File: src/rtl/perf_counter_pkg.sv
`default_nettype none
// ============================================================================
//  Module      : perf_counter_pkg
//  Description : Shared types and default sizes for the performance counter
//                bank (channel mode, snapshot state, default widths).
//  Revision    : 1.0 - initial release
// ============================================================================
package perf_counter_pkg;

  // Per-channel counting mode, selected by one bit of mode_i.
  typedef enum logic [0:0] {
    CntCycle = 1'b0,  // count every enabled cycle
    CntEvent = 1'b1   // count only cycles where the channel event strobe is high
  } cnt_mode_e;

  // Snapshot handshake state.
  typedef enum logic [0:0] {
    SnapIdle = 1'b0,
    SnapHold = 1'b1
  } snap_state_e;

  localparam int unsigned c_def_num_cnt   = 4;
  localparam int unsigned c_def_cnt_width = 64;
  localparam logic        c_def_saturate  = 1'b0;

endpackage : perf_counter_pkg
`default_nettype wire

File: src/rtl/perf_counter_chan.sv
`default_nettype none
// ============================================================================
//  Module      : perf_counter_chan
//  Description : One counter channel: increment qualification, clear,
//                wrap/saturate on overflow and a sticky overflow flag.
//  Ports       : clk_i, rst_i     - clock, synchronous active-high reset
//                en_i             - global count enable
//                mode_i           - 0 = cycle mode, 1 = event mode
//                event_i          - event strobe (used in event mode)
//                clear_i          - clears counter and overflow flag
//                count_o          - registered counter value
//                overflow_o       - sticky overflow flag
//  Revision    : 1.0 - initial release
// ============================================================================
module perf_counter_chan
  import perf_counter_pkg::*;
#(
  parameter int unsigned CNT_WIDTH = c_def_cnt_width,
  parameter logic        SATURATE  = c_def_saturate
) (
  input  logic                 clk_i,
  input  logic                 rst_i,
  input  logic                 en_i,
  input  logic                 mode_i,
  input  logic                 event_i,
  input  logic                 clear_i,
  output logic [CNT_WIDTH-1:0] count_o,
  output logic                 overflow_o
);

  localparam logic [CNT_WIDTH-1:0] c_one = CNT_WIDTH'(1);

  logic [CNT_WIDTH-1:0] r_count;
  logic                 r_ovf;
  logic                 w_inc;
  logic                 w_at_max;

  assign w_inc    = en_i & ((cnt_mode_e'(mode_i) == CntEvent) ? event_i : 1'b1);
  assign w_at_max = &r_count;

  // Clear beats increment, so a clear coinciding with an event lands on 0.
  always_ff @(posedge clk_i) begin
    if (rst_i) begin
      r_count <= '0;
      r_ovf   <= 1'b0;
    end else if (clear_i) begin
      r_count <= '0;
      r_ovf   <= 1'b0;
    end else if (w_inc) begin
      if (w_at_max) begin
        r_ovf <= 1'b1;
        // Saturating channels simply keep the all-ones value.
        if (!SATURATE) begin
          r_count <= '0;
        end
      end else begin
        r_count <= r_count + c_one;
      end
    end
  end

  assign count_o    = r_count;
  assign overflow_o = r_ovf;

endmodule : perf_counter_chan
`default_nettype wire

File: src/rtl/perf_counter_bank.sv
`default_nettype none
// ============================================================================
//  Module      : perf_counter_bank
//  Description : Multi-channel cycle/event counter bank with an atomic
//                snapshot of all channels delivered over valid/ready.
//  Ports       : clk_i, rst_i     - clock, synchronous active-high reset
//                en_i             - global count enable
//                mode_i/event_i   - per-channel mode and event strobes
//                clear_i          - per-channel clear
//                count_o          - live counts, channel k at [k*W +: W]
//                overflow_o       - sticky per-channel overflow flags
//                snap_req_i       - snapshot request
//                snap_valid_o     - snapshot held and valid
//                snap_ready_i     - consumer accepts the snapshot
//                snap_data_o      - captured counts
//                snap_ovf_o       - captured overflow flags
//                snap_drop_o      - pulse: request ignored, snapshot pending
//  Revision    : 1.0 - initial release
// ============================================================================
module perf_counter_bank
  import perf_counter_pkg::*;
#(
  parameter int unsigned NUM_CNT   = c_def_num_cnt,
  parameter int unsigned CNT_WIDTH = c_def_cnt_width,
  parameter logic        SATURATE  = c_def_saturate
) (
  input  logic                           clk_i,
  input  logic                           rst_i,
  input  logic                           en_i,
  input  logic [NUM_CNT-1:0]             mode_i,
  input  logic [NUM_CNT-1:0]             event_i,
  input  logic [NUM_CNT-1:0]             clear_i,
  output logic [NUM_CNT*CNT_WIDTH-1:0]   count_o,
  output logic [NUM_CNT-1:0]             overflow_o,
  input  logic                           snap_req_i,
  output logic                           snap_valid_o,
  input  logic                           snap_ready_i,
  output logic [NUM_CNT*CNT_WIDTH-1:0]   snap_data_o,
  output logic [NUM_CNT-1:0]             snap_ovf_o,
  output logic                           snap_drop_o
);

  logic [NUM_CNT*CNT_WIDTH-1:0] w_count;
  logic [NUM_CNT-1:0]           w_ovf;

  for (genvar k = 0; k < NUM_CNT; k++) begin : g_chan
    perf_counter_chan #(
      .CNT_WIDTH (CNT_WIDTH),
      .SATURATE  (SATURATE)
    ) u_chan (
      .clk_i      (clk_i),
      .rst_i      (rst_i),
      .en_i       (en_i),
      .mode_i     (mode_i[k]),
      .event_i    (event_i[k]),
      .clear_i    (clear_i[k]),
      .count_o    (w_count[k*CNT_WIDTH +: CNT_WIDTH]),
      .overflow_o (w_ovf[k])
    );
  end

  assign count_o    = w_count;
  assign overflow_o = w_ovf;

  // Snapshot FSM
  snap_state_e                  r_state;
  snap_state_e                  w_state_nxt;
  logic                         w_capture;
  logic                         w_drop_nxt;
  logic                         w_handshake;
  logic [NUM_CNT*CNT_WIDTH-1:0] r_snap_data;
  logic [NUM_CNT-1:0]           r_snap_ovf;
  logic                         r_drop;

  assign w_handshake = (r_state == SnapHold) & snap_ready_i;

  always_comb begin
    w_state_nxt = r_state;
    w_capture   = 1'b0;
    w_drop_nxt  = 1'b0;
    case (r_state)
      SnapIdle: begin
        if (snap_req_i) begin
          w_capture   = 1'b1;
          w_state_nxt = SnapHold;
        end
      end
      SnapHold: begin
        if (w_handshake) begin
          // A request arriving as the held snapshot is consumed is taken
          // immediately, giving back-to-back snapshots without a drop.
          if (snap_req_i) begin
            w_capture = 1'b1;
          end else begin
            w_state_nxt = SnapIdle;
          end
        end else if (snap_req_i) begin
          w_drop_nxt = 1'b1;
        end
      end
      default: w_state_nxt = SnapIdle;
    endcase
  end

  // Capture samples the registered counts, i.e. the values before this
  // edge's increment or clear.
  always_ff @(posedge clk_i) begin
    if (rst_i) begin
      r_state     <= SnapIdle;
      r_snap_data <= '0;
      r_snap_ovf  <= '0;
      r_drop      <= 1'b0;
    end else begin
      r_state <= w_state_nxt;
      r_drop  <= w_drop_nxt;
      if (w_capture) begin
        r_snap_data <= w_count;
        r_snap_ovf  <= w_ovf;
      end
    end
  end

  assign snap_valid_o = (r_state == SnapHold);
  assign snap_data_o  = r_snap_data;
  assign snap_ovf_o   = r_snap_ovf;
  assign snap_drop_o  = r_drop;

endmodule : perf_counter_bank
`default_nettype wire

File: config.mk
export PLATFORM = sky130hd
export DESIGN_NAME = perf_counter_bank
export DESIGN_NICKNAME = d
export VERILOG_FILES = /design/src/rtl/perf_counter_pkg.sv /design/src/rtl/perf_counter_chan.sv /design/src/rtl/perf_counter_bank.sv
export SDC_FILE = /design/constraint.sdc
export NUM_CORES = 1
export LEC_CHECK = 0
export ABC_AREA = 1
export BUFFER_PORTS_ARGS = -buffer_cell sky130_fd_sc_hd__buf_2
export CAP_MARGIN = 20
export CORE_MARGIN = 3
export CORE_UTILIZATION = 55
export DETAILED_ROUTE_END_ITERATION = 10
export GPL_ROUTABILITY_DRIVEN = 0
export HOLD_SLACK_MARGIN = 0.02
export MAX_ROUTING_LAYER = met4
export PLACE_DENSITY = 0.77
export SKIP_CTS_REPAIR_TIMING = 1
export SKIP_LAST_GASP = 1
export SYNTH_ARGS = -nofsm -noshare
export SYNTH_HDL_FRONTEND = slang
export SYNTH_SLANG_ARGS = --single-unit
File: constraint.sdc
create_clock -name clk_i -period 2.2 [get_ports clk_i]
set_clock_uncertainty 0.05 [all_clocks]
set_input_delay 0 -clock clk_i [delete_from_list [all_inputs] [get_ports clk_i]]
set_output_delay 0 -clock clk_i [all_outputs]
set_load 0.01 [all_outputs]
==> metrics.yaml, run 1 <==
detailed_routing:
  viasPerCell: 5.461
  wirelength_um: 84680
  avgRoutedWirePerCell_um: 17.65
  drt-pass1-iter-count: 6
  vias: 26196
  drtAntennaViolNets: 0
  drcViolationCount: 0
  drt_iter0_markers: 2589
timing:
  drv_slew: 0
  fmax_mhz: 486.9
  max_slew.worst_pin.slew_ns: 0.6913
  whs_ns: -0.04973
  setup-tns-final_ns: 0
  timing.final.ws_setup_ns: 0.1461
  min_period_over_period: 0.9336
  setup_viol_count_final: 0
  slew_headroom: 0.5374
  rsz0062_at_grt: "no"
  hold_violations: 5
  finalCriticalPeriod_ns: 2.054
final_layout:
  area_growth_pct: 24.55
  layout-drive-gt1-share: 0.1896
  final_nets: 4203
  stdcell_count: 4797
  post-route-util: 0.7013
floorplan:
  dieArea_um2: 46060
  die_h_um: 214.6
  start_util: 0.5630
  io_pins: 539
  rows: 75
  coreArea_um2: 42510
  dieWidth_um: 214.6
critical_path:
  critical_path_required_ns: 2.63
  crit_path_start_kind: "input pin"
  cpPeakStageDelay_ns: 0.58
  crit_family: "buffers and inverters"
  crit_path_top_delay_cell: "dlygate4sd3_1"
  critPathArrivalTime_ns: 2.48
  endpoint_kind: "flip-flop"
  cp_max_fo: 4
  worstPathCellList: "dlygate4sd3_1, buf_2, inv_1, nand2_1, nand2_1, dlygate4sd3_1, nor2_1, nand2_1, nor2_2, inv_1, nor2_2, nand3_1, nand2_1, nor2_1"
  critPathKind: "input pin to flip-flop"
  crit_top_cell: "nand2_1"
  cp.buffers_inverters: 5
logic_synthesis:
  netlist_instances: 3578
  ys_async_sr_fraction: 0
  synth_area_um2: 23930
  synth-adder-area-share: 0.002091
  synth_edf_count: 0
  synth_warnings: 0
  synthTopCellsByArea: "dfxtp_1 44%, nor2_1 15%, nand2_1 12%, o21ai_0 6.1%, inv_1 4.5%"
  synth_top_family_by_area: "simple AND/OR/NAND/NOR gates"
  synthFlopType: "dfxtp_1"
  syn-num-nets: 3599
  ys_ff_latch: 522
  yosysSeqAreaShare: 0.4366
  yosysUniqueCellTypes: 38
  synth_common_cells: "944 x nor2_1, 740 x nand2_1, 522 x dfxtp_1"
  synth.most_common_cell: "nor2_1"
  avgSynthCellArea_um2: 6.689
  synthXorXnorAreaFrac: 0.04172
  yosysTopAreaCellShare: 0.4366
  synthSimpleGateAreaFrac: 0.3454
  synth_top_area_cell: "dfxtp_1"
  synth.area.mux_share: 0
  synth_compound_area_frac: 0.1072
global_route:
  grt_pass1_vias: 24159
  grt_pass1_wl_um: 131800
  groute.usage.overall: 0.3627
  grt_max_degree: 91
  grt_antenna_before_repair: 1
  gr-total-overflow: 0
cts:
  cts_buffers: 53
  cts_max_level: 2
  cts_tree: "yes"
  clk_pin_slew_worst_paths_ns: 0.06
  clkLatencyLatePin_ns: 0.60
  root_buffer: "clkbuf_16"
  clock_path_buffers: 3
  cts.sinks: 522
pwr:
  p_per_area_nw_per_um2: 697.9
  clock_power_share: 0.457
  power_switching_uw: 4960
  p_sw_frac: 0.2384
  power_uw: 20800
  p_leak_uw: 0.01204
  p_comb_frac: 0.068
  p_seq_frac: 0.475
  p_int_uw: 15840
  peakVddDrop_mv: 0.6668
place:
  port_buffers: 538
  pre_cts_ws_ns: 0.2195
  dp_cells: 4693
  hpwl_um: 64460
hold_path:
  hp-class: "input pin to flip-flop"
status:
  run_status: "finished, violations left"
  violations: "negative hold slack"
flow_run:
  maxCapViolations: 0
## cell type report
cell class	instances	area, µm²
Tap cell	577	721.9
Timing Repair Buffer	666	3819
Inverter	292	1110
Antenna cell	1	2.502
Clock inverter	22	329.1
Multi-Input combinational cell	2647	11910
Sequential cell	522	10450
Clock buffer	70	1470
Fill cell	3720	12700
## cells in the final DEF, fill, tap and decap left out, types with 9 or more instances in the layout
master / count
a21oi_1: 191
and2_1: 14
buf_12: 11
buf_2: 538
buf_4: 106
clkbuf_1: 9
clkbuf_16: 53
dfxtp_1: 522
dlygate4sd3_1: 11
inv_1: 285
nand2_1: 739
nand3_1: 172
nand3b_1: 11
nand4_1: 52
nor2_1: 938
nor2_2: 33
nor3_1: 48
o21ai_0: 292
xnor2_1: 37
xor2_1: 77
## worst reg2reg max path: cells and delay by family (launching register included)
family	cells	cell delay, ns
buffers and inverters	1	0.23
DFF	1	0.46
and+or+nand+nor	9	1.17
## path summary, 6_finish.rpt
check | start | end | slack, ns | cells past startpoint
max | event_i[2] | g_chan[2].u_chan.count_o[55] | 0.15 | 14
min | mode_i[0] | g_chan[0].u_chan.count_o[4] | -0.05 | 6
max reg2reg | g_chan[3].u_chan.count_o[20] | g_chan[3].u_chan.count_o[9] | 0.16 | 10
min reg2reg | g_chan[3].u_chan.overflow_o | snap_ovf_o[3] | 0.42 | 2
## power by group through the flow
stage | Sequential [µW] | Clock [µW] | Combinational [µW]
6_report | 9890 | 9510 | 1410
5_1_grt | 9920 | 9900 | 1540
4_1_cts | 9890 | 9560 | 1390
3_5_place_dp | 10100 | 0 | 1380
3_3_place_gp | 10100 | 0 | 1360
2_1_floorplan | 10200 | 0 | 640
## state kept, by name, indices dropped and copies added (netlist names)
| register | count |
|---|---|
| snap_data_o | 256 |
| g_chan.u_chan.overflow_o | 4 |
| g_chan.u_chan.count_o | 256 |
| snap_valid_o | 1 |
| snap_drop_o | 1 |
| snap_ovf_o | 4 |
## per-stage QoR
step                      hold WS, ns  area (µm²)
after floorplan               0.01907       23930
after global placement         0.2387       27880
after detailed placement       0.2450       27880
after CTS                     -0.3739       29680
after global routing          0.04392       29810
final                        -0.04973       29810
## layer usage
layer  vias up  track usage  share of wire
met5         -            -              0
met4         0       0.1672          0.052
met3       319      0.06433          0.098
met2      1413       0.5646           0.45
met1     11912       0.4612           0.40
li1      12552            -              -
## logic make-up after synthesis
kind of cell,Yosys count
AND/OR/NAND/NOR,2029
flip-flops,522
AO/OA/AOI/OAI,500
XOR/XNOR,114
buffers and inverters,409
adder cells (fa/ha/maj),4
No activity file was read; power rests on OpenSTA's default activity.
==> inputs of run 2 (changes only) <==
--- a/config.mk
+++ b/config.mk
@@ -12,11 +12,11 @@
 export CORE_UTILIZATION = 55
 export DETAILED_ROUTE_END_ITERATION = 10
 export GPL_ROUTABILITY_DRIVEN = 0
+export GPL_TIMING_DRIVEN = 0
 export HOLD_SLACK_MARGIN = 0.02
 export MAX_ROUTING_LAYER = met4
 export PLACE_DENSITY = 0.77
 export SKIP_CTS_REPAIR_TIMING = 1
-export SKIP_LAST_GASP = 1
 export SYNTH_ARGS = -nofsm -noshare
 export SYNTH_HDL_FRONTEND = slang
 export SYNTH_SLANG_ARGS = --single-unit
==> run 2 against run 1 <==
Against the previous run: design area decreased by 1.2%; power decreased by 2.9%; flip-flop and latch count unchanged; cell count increased by 0.27%; via count increased by 0.55%; highest routed layer unchanged; global-route usage increased by 0.98 points; the run still ends with negative hold slack left; core utilization decreased by 0.84 points; clock power decreased by 7.4%.
==> metrics.yaml, run 2 (synthesis results as in run 1) <==
global_route:
  grt_max_degree: 14  # -85%
  grt_antenna_before_repair: 1  # unchanged
  gr-total-overflow: 0  # unchanged
  groute.usage.overall: 0.3724  # +0.009756
  grt_pass1_vias: 23887  # -1.1%
  grt_pass1_wl_um: 133300  # +1.2%
place:
  dp_cells: 4696  # +0.064%
  port_buffers: 538  # unchanged
  pre_cts_ws_ns: -0.1783  # -0.3978 ns
  hpwl_um: 67300  # +4.4%
cts:
  clkLatencyLatePin_ns: 0.60  # about the same
  cts_max_level: 2  # unchanged
  root_buffer: "clkbuf_16"
  cts.sinks: 522  # unchanged
  clock_path_buffers: 3  # unchanged
  clk_pin_slew_worst_paths_ns: 0.06  # about the same
  cts_buffers: 52  # -1.9%
  cts_tree: "yes"
critical_path:
  worstPathCellList: "ha_1, nand3_1, nor2_4, nand2_2, nor2_4, nand2_1, o21ai_4, buf_6, nor2_1"
  critical_path_required_ns: 2.64  # about the same
  crit_start: "g_chan[2].u_chan.count_o[1]"
  crit_family: "simple AND/OR/NAND/NOR gates"
  endpoint_kind: "flip-flop"
  cpPeakStageDelay_ns: 0.40  # -0.18 ns
  critPathKind: "flip-flop to flip-flop"
  r2r_start: "g_chan[2].u_chan.count_o[1]"
  cp_max_fo: 10  # +6
  crit_path_top_delay_cell: "dfxtp_2"
  crit_path_start_kind: "flip-flop"
  critPathArrivalTime_ns: 2.52  # +0.04 ns
  crit_top_cell: "nor2_4"
  cp.buffers_inverters: 1  # -4
detailed_routing:
  wirelength_um: 87930  # +3.8%
  drtAntennaViolNets: 0  # unchanged
  drt_iter0_markers: 2826  # +9.2%
  drcViolationCount: 0  # unchanged
  viasPerCell: 5.476  # +0.28%
  vias: 26341  # +0.55%
  avgRoutedWirePerCell_um: 18.28  # +3.6%
  drt-pass1-iter-count: 8  # +2
pwr:
  p_per_area_nw_per_um2: 685.8  # -1.7%
  p_int_uw: 15250  # -3.7%
  peakVddDrop_mv: 0.6747  # +1.2%
  p_sw_frac: 0.2448  # +0.006429
  power_switching_uw: 4945  # -0.29%
  p_comb_frac: 0.074  # +0.006
  p_seq_frac: 0.490  # +0.015
  clock_power_share: 0.436  # -0.021
  p_leak_uw: 0.01164  # -3.3%
  power_uw: 20200  # -2.9%
hold_path:
  hp-class: "input pin to flip-flop"
  min-delay-start: "en_i"
final_layout:
  fillCellCount: 3875  # +4.2%
  mostFrequentLayoutCell: "nor2_1"
  final_nets: 4218  # +0.36%
  multi_input_area_um2: 12000  # +0.80%
  layout-drive-gt1-share: 0.1746  # -0.01500
  area_growth_pct: 23.05
  stdcell_count: 4810  # +0.27%
  seqCellArea_um2: 10460  # +0.12%
  final_cell_mix: "924 x nor2_1, 735 x nand2_1, 540 x buf_2"
status:
  violations: "negative hold slack"
  run_status: "finished, violations left"
timing:
  rsz0062_at_grt: "yes"
  setup_viol_count_final: 0  # unchanged
  setup-tns-final_ns: 0  # unchanged
  finalCriticalPeriod_ns: 2.081  # +0.02696 ns
  timing.final.ws_setup_ns: 0.1191  # -0.02696 ns
  max_slew.worst_pin.slew_ns: 0.8048  # +0.1135 ns
  min_period_over_period: 0.9458  # +0.01225
  whs_ns: -0.009977  # +0.03975 ns
  hold_violations: 2  # -3
  slew_headroom: 0.4615  # -0.07593
  fmax_mhz: 480.6  # -1.3%
  drv_slew: 0  # unchanged
floorplan:
  rows: 75  # unchanged
  dieWidth_um: 214.6  # unchanged
  start_util: 0.5630  # unchanged
  die_h_um: 214.6  # unchanged
  dieArea_um2: 46060  # unchanged
  io_pins: 539  # unchanged
  coreArea_um2: 42510  # unchanged
flow_run:
  maxCapViolations: 0  # unchanged
[run 2: changes by cell type in the layout (fill, tap and decap cells not counted), moves of 11 or more]
cell and change:
buf_4 -89, nor2_1 -14, buf_12 -11, clkbuf_1 +90
[run 2: cell type report]
| type | count | share of cell area |
|---|---|---|
| multi-input combinational | 2647 | 0.4076 |
| sequential | 522 | 0.3553 |
| timing repair buffer | 565 | 0.1008 |
| clock buffer | 80 | 0.05357 |
| inverter | 292 | 0.03726 |
| tap | 577 | 0.02451 |
| buffer | 117 | 0.01831 |
| clock inverter | 9 | 0.002677 |
| antenna | 1 | 0.00008497 |
[run 2: path summary, 6_finish.rpt]
kind	endpoint	slack (ns)	cells past startpoint
setup / recovery	g_chan[2].u_chan.count_o[41]	0.12	9
hold / removal	g_chan[2].u_chan.count_o[43]	-0.01	6
setup reg to reg	g_chan[2].u_chan.count_o[41]	0.12	9
hold reg to reg	snap_data_o[215]	0.43	2
[run 2: power by group through the flow]
stage | registers, µW | clock network, µW | logic [µW]
4_1_cts | 9900 | 8820 | 1440
2_1_floorplan | 10200 | 0 | 640
3_3_place_gp | 10100 | 0 | 1400
3_5_place_dp | 10100 | 0 | 1430
6_report | 9900 | 8810 | 1490
5_1_grt | 9930 | 9190 | 1630
[run 2: metal layers]
metal	track usage	vias up	part of all wire
met5	-	-	0
met4	0.1748	0	0.056
met3	0.07142	311	0.10
met2	0.5916	1444	0.45
met1	0.4591	11992	0.39
li1	-	12594	-
[run 2: metrics by stage]
step                area, µm²  utilization
finish                  29450       0.6928
global route            29450       0.6928
CTS                     29060       0.6837
detailed placement      27410       0.6447
global placement        27350       0.6434
floorplan               23930            -
[run 2: worst min-delay path, cell delays in order]
cell     delay [ns]
buf_2          0.18
inv_2          0.09
a21oi_4        0.07
nand4_1        0.10
nand2_1        0.05
nor2_1         0.09
